<file path="src/rtl/spi3w_pkg.sv">
// Purpose: shared state encoding, header layout and sync depth for the 3-wire SPI responder.
// Latency: n/a (types and constants only).
// Backpressure: n/a.
package spi3w_pkg;

  typedef enum logic [2:0] {
    IDLE    = 3'd0,
    HEADER  = 3'd1,
    WR_DATA = 3'd2,
    RD_DATA = 3'd3,
    WAIT_CS = 3'd4
  } state_t;

  // Header layout {R/W, W1, W0, A[12:0]}
  localparam int RW_BIT = 15;
  localparam int W_MSB  = 14;
  localparam int W_LSB  = 13;

  // Flops per pad synchronizer (sclk gets one more for edge detection)
  localparam int SCLK_SYNC_STAGES = 2;

endpackage

</file>
<file path="src/rtl/spi3w_slave_regs_if.sv">
// Purpose: SPI pad signals plus the exported register-write strobe port.
// Latency: n/a (wiring only).
// Backpressure: none; the write strobe is fire-and-forget.
interface spi3w_slave_regs_if #(
  parameter int ADDR_WIDTH = 13,
  parameter int DATA_WIDTH = 8
);
  logic                  spi_sclk;
  logic                  spi_cs_n;
  logic                  sdio_in;
  logic                  sdio_out;
  logic                  sdio_t;
  logic                  o_reg_wr_en;
  logic [ADDR_WIDTH-1:0] o_reg_addr;
  logic [DATA_WIDTH-1:0] o_reg_wr_data;
  logic                  o_busy;

  modport slave (
    input  spi_sclk, spi_cs_n, sdio_in,
    output sdio_out, sdio_t, o_reg_wr_en, o_reg_addr, o_reg_wr_data, o_busy
  );

  modport master (
    output spi_sclk, spi_cs_n, sdio_in,
    input  sdio_out, sdio_t, o_reg_wr_en, o_reg_addr, o_reg_wr_data, o_busy
  );
endinterface

</file>
<file path="src/rtl/spi3w_pin_sync.sv">
// Purpose: synchronize sclk/cs_n/sdio into clk_20 and derive one-cycle sclk rise/fall pulses.
// Latency: pad edge to pulse consumed on the 3rd clk_20 edge.
// Backpressure: none; every sampled edge produces exactly one pulse.
module spi3w_pin_sync
  import spi3w_pkg::*;
(
  input  logic clk_20,
  input  logic rst,
  input  logic spi_sclk,
  input  logic spi_cs_n,
  input  logic sdio_in,
  output logic sclk_rise,
  output logic sclk_fall,
  output logic cs_n_s,
  output logic sdio_s
);

  logic [SCLK_SYNC_STAGES-1:0] sclk_ff;
  logic [SCLK_SYNC_STAGES-1:0] cs_ff;
  logic [SCLK_SYNC_STAGES-1:0] sdio_ff;
  logic                        sclk_d;

  // Two-flop synchronizers; cs resets deasserted so nothing looks selected in reset
  always_ff @(posedge clk_20) begin
    if (rst) begin
      sclk_ff <= '0;
      cs_ff   <= '1;
      sdio_ff <= '0;
      sclk_d  <= 1'b0;
    end else begin
      sclk_ff <= {sclk_ff[SCLK_SYNC_STAGES-2:0], spi_sclk};
      cs_ff   <= {cs_ff[SCLK_SYNC_STAGES-2:0], spi_cs_n};
      sdio_ff <= {sdio_ff[SCLK_SYNC_STAGES-2:0], sdio_in};
      sclk_d  <= sclk_ff[SCLK_SYNC_STAGES-1];
    end
  end

  assign sclk_rise = sclk_ff[SCLK_SYNC_STAGES-1] & ~sclk_d;
  assign sclk_fall = ~sclk_ff[SCLK_SYNC_STAGES-1] & sclk_d;
  assign cs_n_s    = cs_ff[SCLK_SYNC_STAGES-1];
  assign sdio_s    = sdio_ff[SCLK_SYNC_STAGES-1];

endmodule

</file>
<file path="src/rtl/spi3w_slave_regs.sv">
// Purpose: 3-wire SPI responder with local register file; W=11 streaming enabled by SPI3W_SLAVE_STREAM_EN.
// Latency: write strobe 1 cycle after the synchronized 8th rise; SDIO driven 1 cycle after each sync fall.
// Backpressure: none; the master owns timing, strobes cannot be stalled.
module spi3w_slave_regs
  import spi3w_pkg::*;
#(
  parameter int ADDR_WIDTH       = 13,
  parameter int DATA_WIDTH       = 8,
  parameter int INSTR_HEADER_LEN = 16,
  parameter int NUM_REGS         = 16
)(
  input  logic                clk_20,
  input  logic                rst,
  spi3w_slave_regs_if.slave   bus
);

`ifdef SPI3W_SLAVE_STREAM_EN
  localparam bit STREAM_EN = 1'b1;
`else
  localparam bit STREAM_EN = 1'b0;
`endif

  localparam int         IDX_W     = $clog2(NUM_REGS);
  localparam logic [4:0] HDR_LAST  = 5'(INSTR_HEADER_LEN - 1);
  localparam logic [4:0] BYTE_LAST = 5'(DATA_WIDTH - 1);
  localparam logic [4:0] BYTE_BITS = 5'(DATA_WIDTH);

  logic sclk_rise, sclk_fall, cs_n_s, sdio_s;

  state_t                      state;
  logic [4:0]                  bit_cnt;
  logic [INSTR_HEADER_LEN-1:0] shreg;
  logic [DATA_WIDTH-1:0]       rd_shreg;
  logic [ADDR_WIDTH-1:0]       addr;
  logic [1:0]                  bytes_left;
  logic                        stream;
  logic [DATA_WIDTH-1:0]       regs [NUM_REGS];

  logic                  sdio_out_q, sdio_t_q, wr_en_q, busy_q;
  logic [ADDR_WIDTH-1:0] wr_addr_q;
  logic [DATA_WIDTH-1:0] wr_data_q;

  logic [INSTR_HEADER_LEN-1:0] hdr_next;
  logic [DATA_WIDTH-1:0]       byte_next;
  logic [ADDR_WIDTH-1:0]       hdr_addr, addr_dec;
  logic [1:0]                  hdr_w;
  logic [DATA_WIDTH-1:0]       rd_hdr_val, rd_dec_val;

  spi3w_pin_sync u_pin_sync (
    .clk_20    (clk_20),
    .rst       (rst),
    .spi_sclk  (bus.spi_sclk),
    .spi_cs_n  (bus.spi_cs_n),
    .sdio_in   (bus.sdio_in),
    .sclk_rise (sclk_rise),
    .sclk_fall (sclk_fall),
    .cs_n_s    (cs_n_s),
    .sdio_s    (sdio_s)
  );

  // Shift-in view of the current bit plus decoded header fields
  assign hdr_next  = {shreg[INSTR_HEADER_LEN-2:0], sdio_s};
  assign byte_next = {shreg[DATA_WIDTH-2:0], sdio_s};
  assign hdr_addr  = hdr_next[ADDR_WIDTH-1:0];
  assign hdr_w     = hdr_next[W_MSB:W_LSB];
  assign addr_dec  = addr - 1'b1;

  // Out-of-range addresses read back as zero
  assign rd_hdr_val = (hdr_addr < ADDR_WIDTH'(NUM_REGS)) ? regs[hdr_addr[IDX_W-1:0]] : '0;
  assign rd_dec_val = (addr_dec < ADDR_WIDTH'(NUM_REGS)) ? regs[addr_dec[IDX_W-1:0]] : '0;

  // Protocol FSM, register file and all registered outputs; reset beats a same-cycle write
  always_ff @(posedge clk_20) begin
    if (rst) begin
      state      <= IDLE;
      bit_cnt    <= '0;
      shreg      <= '0;
      rd_shreg   <= '0;
      addr       <= '0;
      bytes_left <= '0;
      stream     <= 1'b0;
      sdio_out_q <= 1'b0;
      sdio_t_q   <= 1'b1;
      wr_en_q    <= 1'b0;
      wr_addr_q  <= '0;
      wr_data_q  <= '0;
      busy_q     <= 1'b0;
      for (int i = 0; i < NUM_REGS; i++) regs[i] <= '0;
    end else begin
      wr_en_q <= 1'b0;
      busy_q  <= ~cs_n_s;
      if (cs_n_s) begin
        state    <= IDLE;
        sdio_t_q <= 1'b1;
        bit_cnt  <= '0;
      end else begin
        case (state)
          IDLE: begin
            bit_cnt <= '0;
            state   <= HEADER;
          end
          HEADER: if (sclk_rise) begin
            shreg   <= hdr_next;
            bit_cnt <= bit_cnt + 1'b1;
            if (bit_cnt == HDR_LAST) begin
              bit_cnt    <= '0;
              addr       <= hdr_addr;
              bytes_left <= hdr_w;
              stream     <= (hdr_w == 2'b11);
              rd_shreg   <= rd_hdr_val;
              if (hdr_w == 2'b11 && !STREAM_EN) state <= WAIT_CS;
              else if (hdr_next[RW_BIT])        state <= RD_DATA;
              else                              state <= WR_DATA;
            end
          end
          WR_DATA: if (sclk_rise) begin
            shreg   <= hdr_next;
            bit_cnt <= bit_cnt + 1'b1;
            if (bit_cnt == BYTE_LAST) begin
              bit_cnt <= '0;
              addr    <= addr_dec;
              if (addr < ADDR_WIDTH'(NUM_REGS)) begin
                regs[addr[IDX_W-1:0]] <= byte_next;
                wr_en_q   <= 1'b1;
                wr_addr_q <= addr;
                wr_data_q <= byte_next;
              end
              if (!stream && bytes_left == 2'd0) state <= WAIT_CS;
              else bytes_left <= bytes_left - 1'b1;
            end
          end
          RD_DATA: begin
            if (sclk_fall && bit_cnt != BYTE_BITS) begin
              sdio_out_q <= rd_shreg[DATA_WIDTH-1];
              rd_shreg   <= rd_shreg << 1;
              sdio_t_q   <= 1'b0;
              bit_cnt    <= bit_cnt + 1'b1;
            end else if (sclk_rise && bit_cnt == BYTE_BITS) begin
              bit_cnt  <= '0;
              addr     <= addr_dec;
              rd_shreg <= rd_dec_val;
              if (!stream && bytes_left == 2'd0) begin
                state    <= WAIT_CS;
                sdio_t_q <= 1'b1;
              end else begin
                bytes_left <= bytes_left - 1'b1;
              end
            end
          end
          WAIT_CS: sdio_t_q <= 1'b1;
          default: state <= IDLE;
        endcase
      end
    end
  end

  // Release the pad the same cycle the synchronized deselect is seen
  assign bus.sdio_t        = sdio_t_q | cs_n_s;
  assign bus.sdio_out      = sdio_out_q;
  assign bus.o_reg_wr_en   = wr_en_q;
  assign bus.o_reg_addr    = wr_addr_q;
  assign bus.o_reg_wr_data = wr_data_q;
  assign bus.o_busy        = busy_q;

endmodule

</file>
<file path="src/flat_wrapper.sv">
// flat-port wrapper written by rule: the top's interface ports become plain ports
module spi3w_slave_regs_flat import spi3w_pkg::*;
#(
  parameter int ADDR_WIDTH       = 13,
  parameter int DATA_WIDTH       = 8,
  parameter int INSTR_HEADER_LEN = 16,
  parameter int NUM_REGS         = 16
)
  (clk_20, rst, bus_spi_sclk, bus_spi_cs_n, bus_sdio_in, bus_sdio_out, bus_sdio_t, bus_o_reg_wr_en, bus_o_reg_addr, bus_o_reg_wr_data, bus_o_busy);
  spi3w_slave_regs_if #(.ADDR_WIDTH(ADDR_WIDTH), .DATA_WIDTH(DATA_WIDTH)) bus_i ();
  input  logic clk_20;
  input  logic rst;
  input wire logic [$bits(bus_i.spi_sclk)-1:0] bus_spi_sclk;
  input wire logic [$bits(bus_i.spi_cs_n)-1:0] bus_spi_cs_n;
  input wire logic [$bits(bus_i.sdio_in)-1:0] bus_sdio_in;
  output wire logic [$bits(bus_i.sdio_out)-1:0] bus_sdio_out;
  output wire logic [$bits(bus_i.sdio_t)-1:0] bus_sdio_t;
  output wire logic [$bits(bus_i.o_reg_wr_en)-1:0] bus_o_reg_wr_en;
  output wire logic [$bits(bus_i.o_reg_addr)-1:0] bus_o_reg_addr;
  output wire logic [$bits(bus_i.o_reg_wr_data)-1:0] bus_o_reg_wr_data;
  output wire logic [$bits(bus_i.o_busy)-1:0] bus_o_busy;
  assign bus_i.spi_sclk = bus_spi_sclk;
  assign bus_i.spi_cs_n = bus_spi_cs_n;
  assign bus_i.sdio_in = bus_sdio_in;
  assign bus_sdio_out = bus_i.sdio_out;
  assign bus_sdio_t = bus_i.sdio_t;
  assign bus_o_reg_wr_en = bus_i.o_reg_wr_en;
  assign bus_o_reg_addr = bus_i.o_reg_addr;
  assign bus_o_reg_wr_data = bus_i.o_reg_wr_data;
  assign bus_o_busy = bus_i.o_busy;
  spi3w_slave_regs #(.ADDR_WIDTH(ADDR_WIDTH), .DATA_WIDTH(DATA_WIDTH), .INSTR_HEADER_LEN(INSTR_HEADER_LEN), .NUM_REGS(NUM_REGS)) u_core (.clk_20(clk_20), .rst(rst), .bus(bus_i));
endmodule
</file>
<file path="config.mk">
export PLATFORM = sky130hd
export DESIGN_NAME = spi3w_slave_regs_flat
export DESIGN_NICKNAME = d
export VERILOG_FILES = /design/src/rtl/spi3w_pkg.sv /design/src/rtl/spi3w_slave_regs_if.sv /design/src/rtl/spi3w_pin_sync.sv /design/src/rtl/spi3w_slave_regs.sv /design/src/flat_wrapper.sv
export SDC_FILE = /design/constraint.sdc
export NUM_CORES = 1
export LEC_CHECK = 0
export CAP_MARGIN = 20
export CORE_UTILIZATION = 43
export CTS_CLUSTER_SIZE = 30
export DETAILED_ROUTE_END_ITERATION = 8
export SYNTH_ARGS = -nofsm -noshare
export SYNTH_HDL_FRONTEND = slang
export SYNTH_SLANG_ARGS = --single-unit
export TNS_END_PERCENT = 20
</file>
<file path="constraint.sdc">
create_clock -name clk_20 -period 2.8 [get_ports clk_20]
set_clock_uncertainty 0.2 [all_clocks]
set_input_delay 0.42 -clock clk_20 [delete_from_list [all_inputs] [get_ports clk_20]]
set_output_delay 0.42 -clock clk_20 [all_outputs]
set_load 0.02 [all_outputs]
</file>
# Word-level counts from Yosys, hierarchy flattened
# Memories as Yosys holds them, arrays and structs flattened.
# Index checks and enable logic that the tools add are counted.
# totals
regBits,79
latch_bits,0
ramBits,128
mem_bits_ro,0
in_bits,5
mem_count,1
# classes
addsub,3
n_mul,0
div_mod_pow,0
magnitude_cmp,3
n_eq_ne,17
shift,0
muxes,55
bitwise_logic,7
n_reduce_logical,22
# mem_list
memory,depth,width,read_ports,rd_clocked_by_memory_dff,wr,line_no,rtl
u_core.regs,16,8,2,0,16,spi3w_slave_regs.sv:37,logic [DATA_WIDTH-1:0] regs [NUM_REGS];
# ops
cell,n
$mux 13,6
$mux 8,7
$lt 13x5->1 const B,3
$pmux 13 s3,1
$mux 5,6
$mux 3,8
$pmux 5 s4,1
$pmux 8 s2,1
$pmux 3 s5,1
$mux 1,14
$mux 2,7
$sub 13x1->13 const B,1
$eq 5x4->1 const B,2
$ne 2x1->1 const B,5
$reduce_and 5->1,2
$reduce_and 3->1,3
$reduce_and 4->1,2
$reduce_and 8->1,1
$reduce_or 8->1,1
$reduce_and 7->1,1
$eq 3x2->1 const B,2
$ne 3x1->1 const B,2
$pmux 2 s3,1
$add 5x1->5 const B,1
other kinds (20),28

# Longest topological paths before layout
# Gate-level depths: netlist (run 1).
# depth
ltp_word,10
ltp_mapped,12
ltp_nobuf,10

# Modules after synthesis
# Synthesis (run 1) repeated with hierarchy kept, for this count alone.
# unflattened
cells_unflattened,937
hier_area_um2,10986.8
# modules_own_cells
mod,n_inst,cells_per_inst,area_each_um2,seq_area_each_um2
spi3w_slave_regs,1,921,10790.3,5285.1
spi3w_pin_sync,1,16,196.4,140.1

# Worst setup path after synthesis (run 1)
# No wires, ideal clock.
# synth_path
path_kind,reg2reg
start,register u_core.addr[0]
end,register u_core.rd_shreg[2]
setup_time_ns,0.074
t_arrival_ns,2.442
required_ns,2.526
path_slack_ns,0.084
path_stages_with_launch,11
path_buffers,3
period_less_slack_ns,2.716
path_cell_list,dfxtp_1 buf_2 inv_1 ha_1 buf_2 clkbuf_1 nor2_1 a221oi_1 a31oi_1 o211a_1 nor3_2
# synth_via
elab_chain_len,6
elab_cells_between_ends,7
classes_between,1 x add/sub; 1 x order compare; 4 x mux; 1 x memory
# synth_rtl
element,line_no,rtl
"start, declared",spi3w_slave_regs.sv:34,logic [ADDR_WIDTH-1:0] addr;
"start signal, assigned",spi3w_slave_regs.sv:107,addr <= hdr_addr;
"start signal, assigned",spi3w_slave_regs.sv:121,addr <= addr_dec;
"start signal, assigned",spi3w_slave_regs.sv:140,addr <= addr_dec;
$sub 13x1->13 (*),spi3w_slave_regs.sv:66,assign addr_dec = addr - 1'b1;
$lt 13x5->1 or $mem_v2 16x8 (tied branches),n/a,
$mux 8 (*),spi3w_slave_regs.sv:70,assign rd_dec_val = (addr_dec < ADDR_WIDTH'(NUM_REGS)) ? regs[addr_dec[IDX_W-1:0]] : '0;
$mux 8 (*),spi3w_slave_regs.sv:138,end else if (sclk_rise && bit_cnt == BYTE_BITS) begin
$mux 8 (*),spi3w_slave_regs.sv:133,if (sclk_fall && bit_cnt != BYTE_BITS) begin
$pmux 8 s2 (*),spi3w_slave_regs.sv:97,case (state)
"end signal, assigned",spi3w_slave_regs.sv:110,rd_shreg <= rd_hdr_val;
"end signal, assigned",spi3w_slave_regs.sv:135,rd_shreg <= rd_shreg << 1;
"end signal, assigned",spi3w_slave_regs.sv:141,rd_shreg <= rd_dec_val;
"end, declared",spi3w_slave_regs.sv:33,logic [DATA_WIDTH-1:0] rd_shreg;
# Every way passes the cells marked *; elsewhere a longest branch is shown, timed or not. The select of a mux whose other input is x is not followed.
# A chain may end at the register's enable or synchronous reset.

# Worst setup path in the final report (run 1)
# layout_path
start,register u_core.addr[1]
end,register u_core.rd_shreg[0]
# Same word-level chain as after synthesis.

==> flow_summary.json, run 1 <==
{
  "crit_path_start": "u_core.addr[1]",
  "syn_to_final_growth_pct": 15.8,
  "core-area_mm2": 0.0245,
  "ant_nets": 0,
  "syn_area_per_cell_um2": 11.0,
  "status": "finished, final reports clean",
  "crit_fanout": 20,
  "post_drt_wl_per_cell_um": 21.4,
  "arrival_ns": 2.96,
  "dp_hpwl_mm": 21.0,
  "start_util_pct": 44.1,
  "leakage_nw": 4.66,
  "maxSlewHeadroom_pct": 28.8,
  "synth_area_mm2": 0.0108,
  "via_count": 7904,
  "dieWidth_um": 161,
  "cts_tree": "yes",
  "netlist_top_cells_area": "edfxtp_1 36%, dfxtp_1 15%, mux4_2 9.6%, and2_1 7.3%, nand2_1 3.7%",
  "synth-async-reset-ratio_pct": 0,
  "worst_slew_pin_slew_ns": 1.06,
  "hold_viol": 0,
  "grt_pass1_vias": 7762,
  "synth.top_cell.area_share_pct": 35.5,
  "p_per_area_mw_per_mm2": 524,
  "die_y_um": 161,
  "cts.htree.levels": 1,
  "whs_ns": 0.0950,
  "final_cell_count_no_fill": 1381,
  "fillCellCount": 2195,
  "port_buffers": 29,
  "maxSlewViolCount": 0,
  "layout-drive-gt1-share_pct": 19.8,
  "holdBufCountCts": 0,
  "post-place-cells": 1337,
  "drc_errors": 0,
  "synth_edf_count": 128,
  "antenna_cells": 0,
  "via_per_inst": 5.72,
  "rows": 57,
  "design_area_mm2": 0.0125,
  "die_area_mm2": 0.0258,
  "holdCritPathClass": "input pin to flip-flop",
  "finalSetupViolCount": 0,
  "synth_cell_types": 66,
  "grt_start_max_net_pins": 60,
  "globalplace.congestion": 0.928,
  "max_freq_mhz": 371,
  "cts_buffer_depth": 3,
  "rsz0062_at_grt": "yes",
  "place_area_mm2": 0.0118,
  "cp.required_ns": 3.07,
  "first_pass_iters": 5,
  "hold_start": "rst",
  "synthFlopType": "edfxtp_1",
  "drt_wl_total_mm": 29.6,
  "min_period_ns": 2.70,
  "cts.sinks": 207,
  "track_usage_pct": 23.6,
  "nets": 1055,
  "peakVddDrop_v": 0.000513,
  "period_share_pct": 96.3,
  "worstReg2RegStart": "u_core.addr[1]",
  "clockRootBuffer": "clkbuf_16",
  "seq_area_frac_synth_pct": 50.1,
  "ys_top_cells_by_count": "128 x edfxtp_1, 126 x and2_1, 107 x nand2_1, 79 x dfxtp_1, 72 x nor2_1",
  "worstSetupPathType": "flip-flop to flip-flop",
  "synthCells": 985,
  "grt_pass1_wl_mm": 46.5,
  "synth.most_common_cell": "edfxtp_1",
  "path_clk_slew_ns": 0.06,
  "cp-end-kind": "flip-flop",
  "clk_latency_ns": 0.53,
  "ff2ff_setup_slack_ns": 0.10,
  "pin_count": 30,
  "antenna_found_initial": 0,
  "fin_tns_setup_ns": 0,
  "yosysTopAreaCell": "edfxtp_1",
  "maxCapViolCount": 0,
  "synth_fp_nets": 1000,
  "ys_ff_latch": 207,
  "synth_warnings": 0,
  "cts_buffers": 24,
  "start_kind": "flip-flop",
  "drt-initial-drc-count": 655,
  "gr-total-overflow": 0
}
-- logic make-up after synthesis --
logic type / share of synthesized area [%]
simple gates: 22.3
flops: 50.1
compound gates: 8.48
mux: 13.7
buf+inv: 3.49
fa+ha+maj: 1.16
xor+xnor: 0.740
-- per-layer routing --
metal	global-route usage [%]	wire (um)
met5	0	0
met4	9.57	1240
met3	3.00	1600
met2	36.1	13100
met1	33.8	13600
-- critical path: stages (launching register included) --
cell	delay [ns]
dfxtp_1	0.32
inv_1	0.07
ha_1	0.22
xnor2_2	0.82
buf_4	0.25
nand2_1	0.06
a31oi_1	0.26
nand3_1	0.12
a21o_1	0.16
a31oi_1	0.15
-- power by group --
group / leakage, nW / switching (W) / total [W] / internal, W
Combinational: 2.33 / 0.000130 / 0.000219 / 0.0000891
Clock: 0.361 / 0.00128 / 0.00300 / 0.00172
Sequential: 1.97 / 0.0000498 / 0.00334 / 0.00330
Total: 4.66 / 0.00145 / 0.00656 / 0.00511
-- registers in the layout (all words and copies together) (netlist names) --
register / count
u_core.bus.o_reg_wr_en: 1
u_core.bytes_left: 2
u_core.u_pin_sync.sclk_d: 1
u_core.bus.o_busy: 1
u_core.stream: 1
u_core.u_pin_sync.sclk_ff: 2
u_core.addr: 13
u_core.shreg: 15
u_core.u_pin_sync.sdio_ff: 2
u_core.regs: 128
u_core.u_pin_sync.cs_ff: 2
u_core.bus.sdio_out: 1
u_core.bus.o_reg_addr: 13
u_core.state: 3
u_core.sdio_t_q: 1
u_core.rd_shreg: 8
u_core.bit_cnt: 5
u_core.bus.o_reg_wr_data: 8
-- cell type report --
type | instances | area, um^2 | area share [%]
inverters | 13 | 48.8 | 0.390
multi-input cells | 692 | 5030 | 40.1
repair buffers | 102 | 871 | 6.95
flip-flops and latches | 207 | 5430 | 43.3
well taps | 324 | 405 | 3.24
clock buffers | 30 | 643 | 5.13
clock inverters | 13 | 105 | 0.839
-- placed cells by master (no fill, tap or decap), types with 36 or more instances in the layout --
| master | synthesis | final |
|---|---|---|
| mux4_2 | 46 | 46 |
| buf_4 | 2 | 70 |
| dfxtp_1 | 79 | 77 |
| edfxtp_1 | 128 | 128 |
| a21oi_1 | 41 | 41 |
| nand2_1 | 107 | 107 |
| nor2_1 | 72 | 72 |
| and2_1 | 126 | 126 |
| mux2i_1 | 36 | 36 |
-- metrics by stage --
stage                     power, W  utilization [%]  setup slack (ns)
after detailed placement   0.00363             48.0             0.124
after global placement     0.00363             48.0             0.125
after CTS                  0.00661             51.0            0.0810
after floorplan            0.00353                -            0.0839
final                      0.00656             51.1             0.103
after global routing       0.00676             51.1           -0.0292
-- path summary, 6_finish.rpt --
| kind | endpoint | cells after the start |
|---|---|---|
| worst min register to register | u_core.u_pin_sync.cs_ff[1] | 1 |
| worst max register to register | u_core.rd_shreg[0] | 9 |
| worst max-delay path | u_core.rd_shreg[0] | 9 |
| worst min-delay path | u_core.shreg[1] | 2 |
-- repair_timing --
| item | CTS | global route |
|---|---|---|
| resized for setup | 0 | 1 |
| hold endpoints to repair | 0 | 0 |
| buffers inserted | 0 | 1 |
| endpoints found under the setup margin | 0 | 9 |
Power figures use the tool's default switching activity.
==> run 2: changes to the inputs <==
--- a/config.mk
+++ b/config.mk
@@ -6,9 +6,11 @@
 export NUM_CORES = 1
 export LEC_CHECK = 0
 export CAP_MARGIN = 20
-export CORE_UTILIZATION = 43
+export CORE_UTILIZATION = 55
 export CTS_CLUSTER_SIZE = 30
 export DETAILED_ROUTE_END_ITERATION = 8
+export GPL_ROUTABILITY_DRIVEN = 0
+export PLACE_DENSITY = 0.75
 export SYNTH_ARGS = -nofsm -noshare
 export SYNTH_HDL_FRONTEND = slang
 export SYNTH_SLANG_ARGS = --single-unit
==> constraint.sdc (replaced) <==
create_clock -name clk_20 -period 2.8 [get_ports clk_20]
set_clock_uncertainty 0.2 [all_clocks]
set_input_delay 0.56 -clock clk_20 [delete_from_list [all_inputs] [get_ports clk_20]]
set_output_delay 0.56 -clock clk_20 [all_outputs]
set_load 0.02 [all_outputs]
==> run 2 against run 1 <==
  * Routed wire length fell by 7.4%
  * Sequential share of layout area up 0.31 points
  * Count of clock-buffer cells in the layout rose by 1
  * Critical endpoint is now u_core.rd_shreg[7]
  * Via count is 0.71% higher
  * Critical path depth down 3
  * Total power increased by 0.74%
  * Largest cell class unchanged
  * Worst setup slack gained 0.066 ns
==> flow_summary.json, run 2 (same netlist as run 1, synthesis figures left out) <==
{
  "status": "finished, final reports clean",
  "max_freq_mhz": 380,
  "layout_commonest_cell": "edfxtp_1",
  "cts_buffer_depth": 3,
  "grt_pass1_vias": 7562,
  "cts_buffers": 23,
  "place_area_mm2": 0.0117,
  "arrival_ns": 2.87,
  "fin_tns_setup_ns": 0,
  "cts.htree.levels": 1,
  "min_period_ns": 2.63,
  "r2r_end": "u_core.rd_shreg[7]",
  "cts_tree": "yes",
  "maxSlewViolCount": 0,
  "worst_slew_pin_slew_ns": 0.783,
  "start_util_pct": 56.9,
  "rows": 50,
  "pin_count": 30,
  "drt_wl_total_mm": 27.4,
  "design_area_mm2": 0.0124,
  "slowest_stage": "dfxtp_1",
  "port_buffers": 29,
  "grt_pass1_wl_mm": 42.5,
  "maxSlewHeadroom_pct": 47.7,
  "drt-initial-drc-count": 826,
  "worst-r2r-cell-count": 6,
  "cp.required_ns": 3.04,
  "critPathMaxStageDelay_ns": 0.83,
  "crit_path_frequent_cell": "nor3_2",
  "hold_viol": 0,
  "cp-end-kind": "flip-flop",
  "maxCapViolCount": 0,
  "regMostFlops": "u_core.regs",
  "first_pass_iters": 5,
  "worstReg2RegStart": "u_core.addr[2]",
  "crit_fanout": 12,
  "worstSetupPathType": "flip-flop to flip-flop",
  "dieWidth_um": 142,
  "via_per_inst": 6.09,
  "worst-path-buf-inv": 0,
  "worstPathCellList": "nor3_2 -> a21o_1 -> a2111oi_2 -> nand4_2 -> o211a_1 -> nor3_2",
  "layout-drive-gt1-share_pct": 19.0,
  "rsz0062_at_grt": "no",
  "final_cell_count_no_fill": 1308,
  "ff2ff_setup_slack_ns": 0.17,
  "via_count": 7960,
  "p_per_area_mw_per_mm2": 531,
  "critPathTopFamily": "compound AO/OA/AOI/OAI gates",
  "antenna_found_initial": 0,
  "gr-total-overflow": 0,
  "clk_latency_ns": 0.52,
  "dp_hpwl_mm": 19.2,
  "nets": 1046,
  "antenna_cells": 0,
  "track_usage_pct": 27.8,
  "power_w": 0.00661,
  "ant_nets": 0,
  "start_kind": "flip-flop",
  "period_share_pct": 94.0,
  "path_clk_slew_ns": 0.06,
  "cts.sinks": 207,
  "mostFrequentLayoutCells": "128 x edfxtp_1, 126 x and2_1, 107 x nand2_1, 77 x dfxtp_1, 72 x nor2_1",
  "peakVddDrop_v": 0.000586,
  "die_y_um": 142,
  "drc_errors": 0,
  "largest_reg_flops": 128,
  "clockRootBuffer": "clkbuf_16",
  "worstSetupEndpoint": "u_core.rd_shreg[7]",
  "leakage_nw": 4.65,
  "crit_cells": 6,
  "post-place-cells": 1266,
  "finalSetupViolCount": 0,
  "reg.largest.list": "u_core.regs (128), u_core.shreg (15)",
  "crit_path_start": "u_core.addr[2]",
  "post_drt_wl_per_cell_um": 21.0,
  "holdCritPathClass": "flip-flop to flip-flop",
  "core-area_mm2": 0.0190,
  "die_area_mm2": 0.0202,
  "syn_to_final_growth_pct": 15.0,
  "grt_start_max_net_pins": 49
}
-- run 2: changes by cell type in the layout (fill, tap and decap cells not counted), moves of 2 or more --
| cell | previous run | this run |
|---|---|---|
| buf_12 | 3 | 5 |
| buf_4 | 70 | 60 |
| clkbuf_8 | 2 | 4 |
| clkinv_1 | 3 | 6 |
| clkinv_2 | 5 | 1 |
| clkinvlp_4 | 3 | 0 |
-- run 2: worst min path at each step --
stage                                       to  cells past startpoint                        from  slack [ns]
floorplan           u_core.u_pin_sync.cs_ff[1]                      1  u_core.u_pin_sync.cs_ff[0]        0.19
CTS                 u_core.u_pin_sync.cs_ff[1]                      1  u_core.u_pin_sync.cs_ff[0]        0.23
global placement    u_core.u_pin_sync.cs_ff[1]                      1  u_core.u_pin_sync.cs_ff[0]        0.21
finish              u_core.u_pin_sync.cs_ff[1]                      1  u_core.u_pin_sync.cs_ff[0]        0.23
global route        u_core.u_pin_sync.cs_ff[1]                      1  u_core.u_pin_sync.cs_ff[0]        0.25
detailed placement  u_core.u_pin_sync.cs_ff[1]                      1  u_core.u_pin_sync.cs_ff[0]        0.20
-- run 2: routing by layer --
metal	share of wire (%)	up-vias	track usage (%)	routed length, um
met5	0	-	0	0
met2	48	333	45.3	13100
met1	42	3901	38.2	11500
met4	3.2	0	9.68	889
met3	6.9	61	3.77	1900
li1	-	3665	-	-
-- run 2: area by class of cell --
class | instances | area [um^2]
Clock buffer | 31 | 667
Clock inverter | 11 | 105
Fill cell | 1487 | 6580
Inverter | 13 | 48.8
Multi-Input combinational cell | 692 | 5030
Sequential cell | 207 | 5430
Tap cell | 260 | 325
Timing Repair Buffer | 94 | 836
-- run 2: report_power, final --
part | switching (W) | total [W] | internal (W)
registers | 0.0000514 | 0.00335 | 0.00330
logic | 0.000120 | 0.000207 | 0.0000870
clock network | 0.00121 | 0.00306 | 0.00185
-- run 2: timing repair --
| item | 4_1_cts | 5_1_grt |
|---|---|---|
| buffers inserted | 0 | 0 |
| endpoints found under the setup margin | 0 | 132 |
| resized for setup | 0 | 3 |
| hold buffers | 0 | 0 |
-- run 2: through the flow --
| step | setup slack (ns) | hold slack (ns) | utilization (%) |
|---|---|---|---|
| 6_report | 0.169 | 0.226 | 65.4 |
| 5_1_grt | 0.0260 | 0.253 | 65.4 |
| 4_1_cts | 0.0343 | 0.228 | 65.4 |
| 3_5_place_dp | 0.0675 | 0.203 | 61.3 |
| 3_3_place_gp | 0.134 | 0.207 | 61.3 |
| 2_1_floorplan | 0.0839 | 0.189 | - |
==> run 3: changes to the inputs <==
--- a/config.mk
+++ b/config.mk
@@ -13,5 +13,6 @@
 export PLACE_DENSITY = 0.75
 export SYNTH_ARGS = -nofsm -noshare
 export SYNTH_HDL_FRONTEND = slang
+export SYNTH_HIERARCHICAL = 1
 export SYNTH_SLANG_ARGS = --single-unit
 export TNS_END_PERCENT = 20
==> run 3 against run 2 <==
  * Combinational power decreased by 9%
  * First-iteration DRC count increased by 0.73%
  * Die area increased by 1.5%
  * Total power decreased by 3.6%
  * Register-to-register slack about the same
  * Critical path type unchanged
==> flow_summary.json, run 3 <==
{
  "ys_top_cells_by_count": "128 x edfxtp_1, 123 x and2_1, 79 x dfxtp_1, 72 x nand2_1, 64 x mux4_2",
  "holdBufCountCts": 0,
  "clock_power_share_pct": 44.4,
  "rsz0062_at_grt": "no",
  "maxSlewViolCount": 0,
  "fin_tns_setup_ns": 0,
  "p_per_area_mw_per_mm2": 515,
  "synth_warnings": 6,
  "worstSetupPathType": "flip-flop to flip-flop",
  "yosysTopAreaCell": "edfxtp_1",
  "crit_fanout": 24,
  "grt_start_max_net_pins": 53,
  "cts.htree.levels": 1,
  "first_pass_iters": 5,
  "core-area_mm2": 0.0195,
  "max_freq_mhz": 381,
  "min_period_ns": 2.62,
  "antenna_found_initial": 0,
  "layout-drive-gt1-share_pct": 18.9,
  "leakage_nw": 4.62,
  "gr-total-overflow": 0,
  "drt_wl_total_mm": 27.4,
  "holdCritPathClass": "input pin to flip-flop",
  "place_ws_ns": 0.185,
  "regMostFlops": "u_core/regs",
  "dieWidth_um": 143,
  "layout_commonest_cell": "edfxtp_1",
  "syn_to_final_growth_pct": 12.7,
  "via_count": 7675,
  "die_area_mm2": 0.0205,
  "cts_buffers": 22,
  "post-place-cells": 1197,
  "grt_pass1_wl_mm": 42.8,
  "netlist_top_cells_area": "edfxtp_1 35%, dfxtp_1 14%, mux4_2 13%, and2_1 7.0%, mux2i_1 4.6%",
  "peakVddDrop_v": 0.000526,
  "fin_util_pct": 63.4,
  "path_clk_slew_ns": 0.06,
  "start_kind": "flip-flop",
  "nets": 970,
  "synthFlopType": "edfxtp_1",
  "antenna_cells": 0,
  "arrival_ns": 2.61,
  "cts_setup_buffers": 0,
  "period_share_pct": 93.7,
  "mostFrequentLayoutCells": "128 x edfxtp_1, 123 x and2_1, 76 x dfxtp_1, 72 x nand2_1, 64 x mux4_2",
  "cp.required_ns": 2.79,
  "synth.top_cell.area_share_pct": 35.0,
  "die_y_um": 143,
  "cts.sinks": 207,
  "synth-async-reset-ratio_pct": 0,
  "worst_slew_pin_slew_ns": 1.09,
  "cp-end-kind": "flip-flop",
  "reg.largest.list": "u_core/regs (128), u_core/shreg (15)",
  "hold_viol": 0,
  "clk_latency_ns": 0.51,
  "start_util_pct": 56.3,
  "rows": 51,
  "maxSlewHeadroom_pct": 27.3,
  "syn_area_per_cell_um2": 11.7,
  "ctsResizeCount": 0,
  "whs_ns": 0.202,
  "worst-r2r-cell-count": 7,
  "worstReg2RegStart": "u_core/bit_cnt[0]",
  "r2r_end": "u_core/regs[14][1]",
  "ys_ff_latch": 207,
  "largest_reg_flops": 128,
  "seq_power_share_pct": 52.6,
  "setup_slack_ns": 0.177,
  "via_per_inst": 6.20,
  "swShare_pct": 20.7,
  "cts_tree": "yes",
  "dp_hpwl_mm": 18.8,
  "synthCells": 937,
  "maxCapViolCount": 0,
  "drc_errors": 0,
  "hold_depth": 2,
  "port_buffers": 29,
  "p_int_w": 0.00505,
  "synth_fp_nets": 951,
  "drt-initial-drc-count": 832,
  "seq_area_frac_synth_pct": 49.4,
  "pin_count": 30,
  "post_drt_wl_per_cell_um": 22.1,
  "final_cell_count_no_fill": 1237,
  "synth.most_common_cell": "edfxtp_1",
  "holdPathEnd": "u_core/shreg[10]",
  "finalSetupViolCount": 0,
  "ant_nets": 0,
  "p_comb_share_pct": 3.0,
  "status": "finished, final reports clean",
  "track_usage_pct": 27.9,
  "p_switching_w": 0.00132,
  "ff2ff_setup_slack_ns": 0.18,
  "synth_cell_types": 57,
  "clockRootBuffer": "clkbuf_16",
  "synth_edf_count": 128,
  "hold_start": "rst",
  "cts_buffer_depth": 3,
  "synth_area_mm2": 0.0110,
  "grt_pass1_vias": 7320
}
==> run 3: power by group through the flow <==
stage | clock network [W] | logic, W | registers, W
2_1_floorplan | 0 | 0.000141 | 0.00338
3_3_place_gp | 0 | 0.000184 | 0.00341
3_5_place_dp | 0 | 0.000186 | 0.00341
4_1_cts | 0.00285 | 0.000187 | 0.00335
5_1_grt | 0.00298 | 0.000202 | 0.00335
6_report | 0.00283 | 0.000188 | 0.00335
==> run 3: final cells by class <==
type / instances / area [um^2]
Sequential cell: 207 / 5430
Fill cell: 1505 / 7150
Multi-Input combinational cell: 627 / 5090
Timing Repair Buffer: 85 / 768
Clock inverter: 16 / 129
Inverter: 13 / 48.8
Tap cell: 265 / 332
Clock buffer: 24 / 579
==> run 3: how the worst max path moves through the flow <==
stage	slack (ns)	from	end
final	0.18	u_core/bit_cnt[0]	u_core/regs[14][1]
after global routing	0.02	u_core/bit_cnt[0]	u_core/regs[14][3]
after CTS	0.16	u_core/bit_cnt[0]	u_core/addr[2]
after detailed placement	0.19	u_core/bit_cnt[0]	u_core/regs[14][1]
after global placement	0.22	u_core/bit_cnt[0]	u_core/addr[2]
after floorplan	-0.04	u_core/addr[0]	u_core/rd_shreg[1]
==> run 3: critical path: stages, from the launching register on <==
cell and delay (ns):
dfxtp_1 0.39, ha_2 0.23, nand4bb_1 0.16, or3_1 0.41, nor4_4 0.30, buf_12 0.20, and3_1 0.19, or2_2 0.22
==> run 3: through the flow <==
stage / power, W / instance area [um^2]
2_1_floorplan: 0.00352 / 11000
3_3_place_gp: 0.00360 / 11700
5_1_grt: 0.00654 / 12400
3_5_place_dp: 0.00360 / 11700
6_report: 0.00637 / 12400
4_1_cts: 0.00639 / 12400
==> run 3: metal layers <==
metal  up-vias  GRT usage [%]  wire length (um)
li1       3492              -                 -
met1      3733           38.1             11200
met2       388           45.1             13100
met3        62           3.43              2020
met4         0           12.0              1060
met5         -              0                 0
==> run 3: kinds of logic after synthesis <==
logic type      Yosys count  synth area share, %
compound gates          120                 7.20
xor+xnor                  3                0.239
fa+ha+maj                 9                 1.02
buf+inv                 103                 4.40
flops                   207                 49.4
mux                     115                 17.8
simple gates            380                 20.0
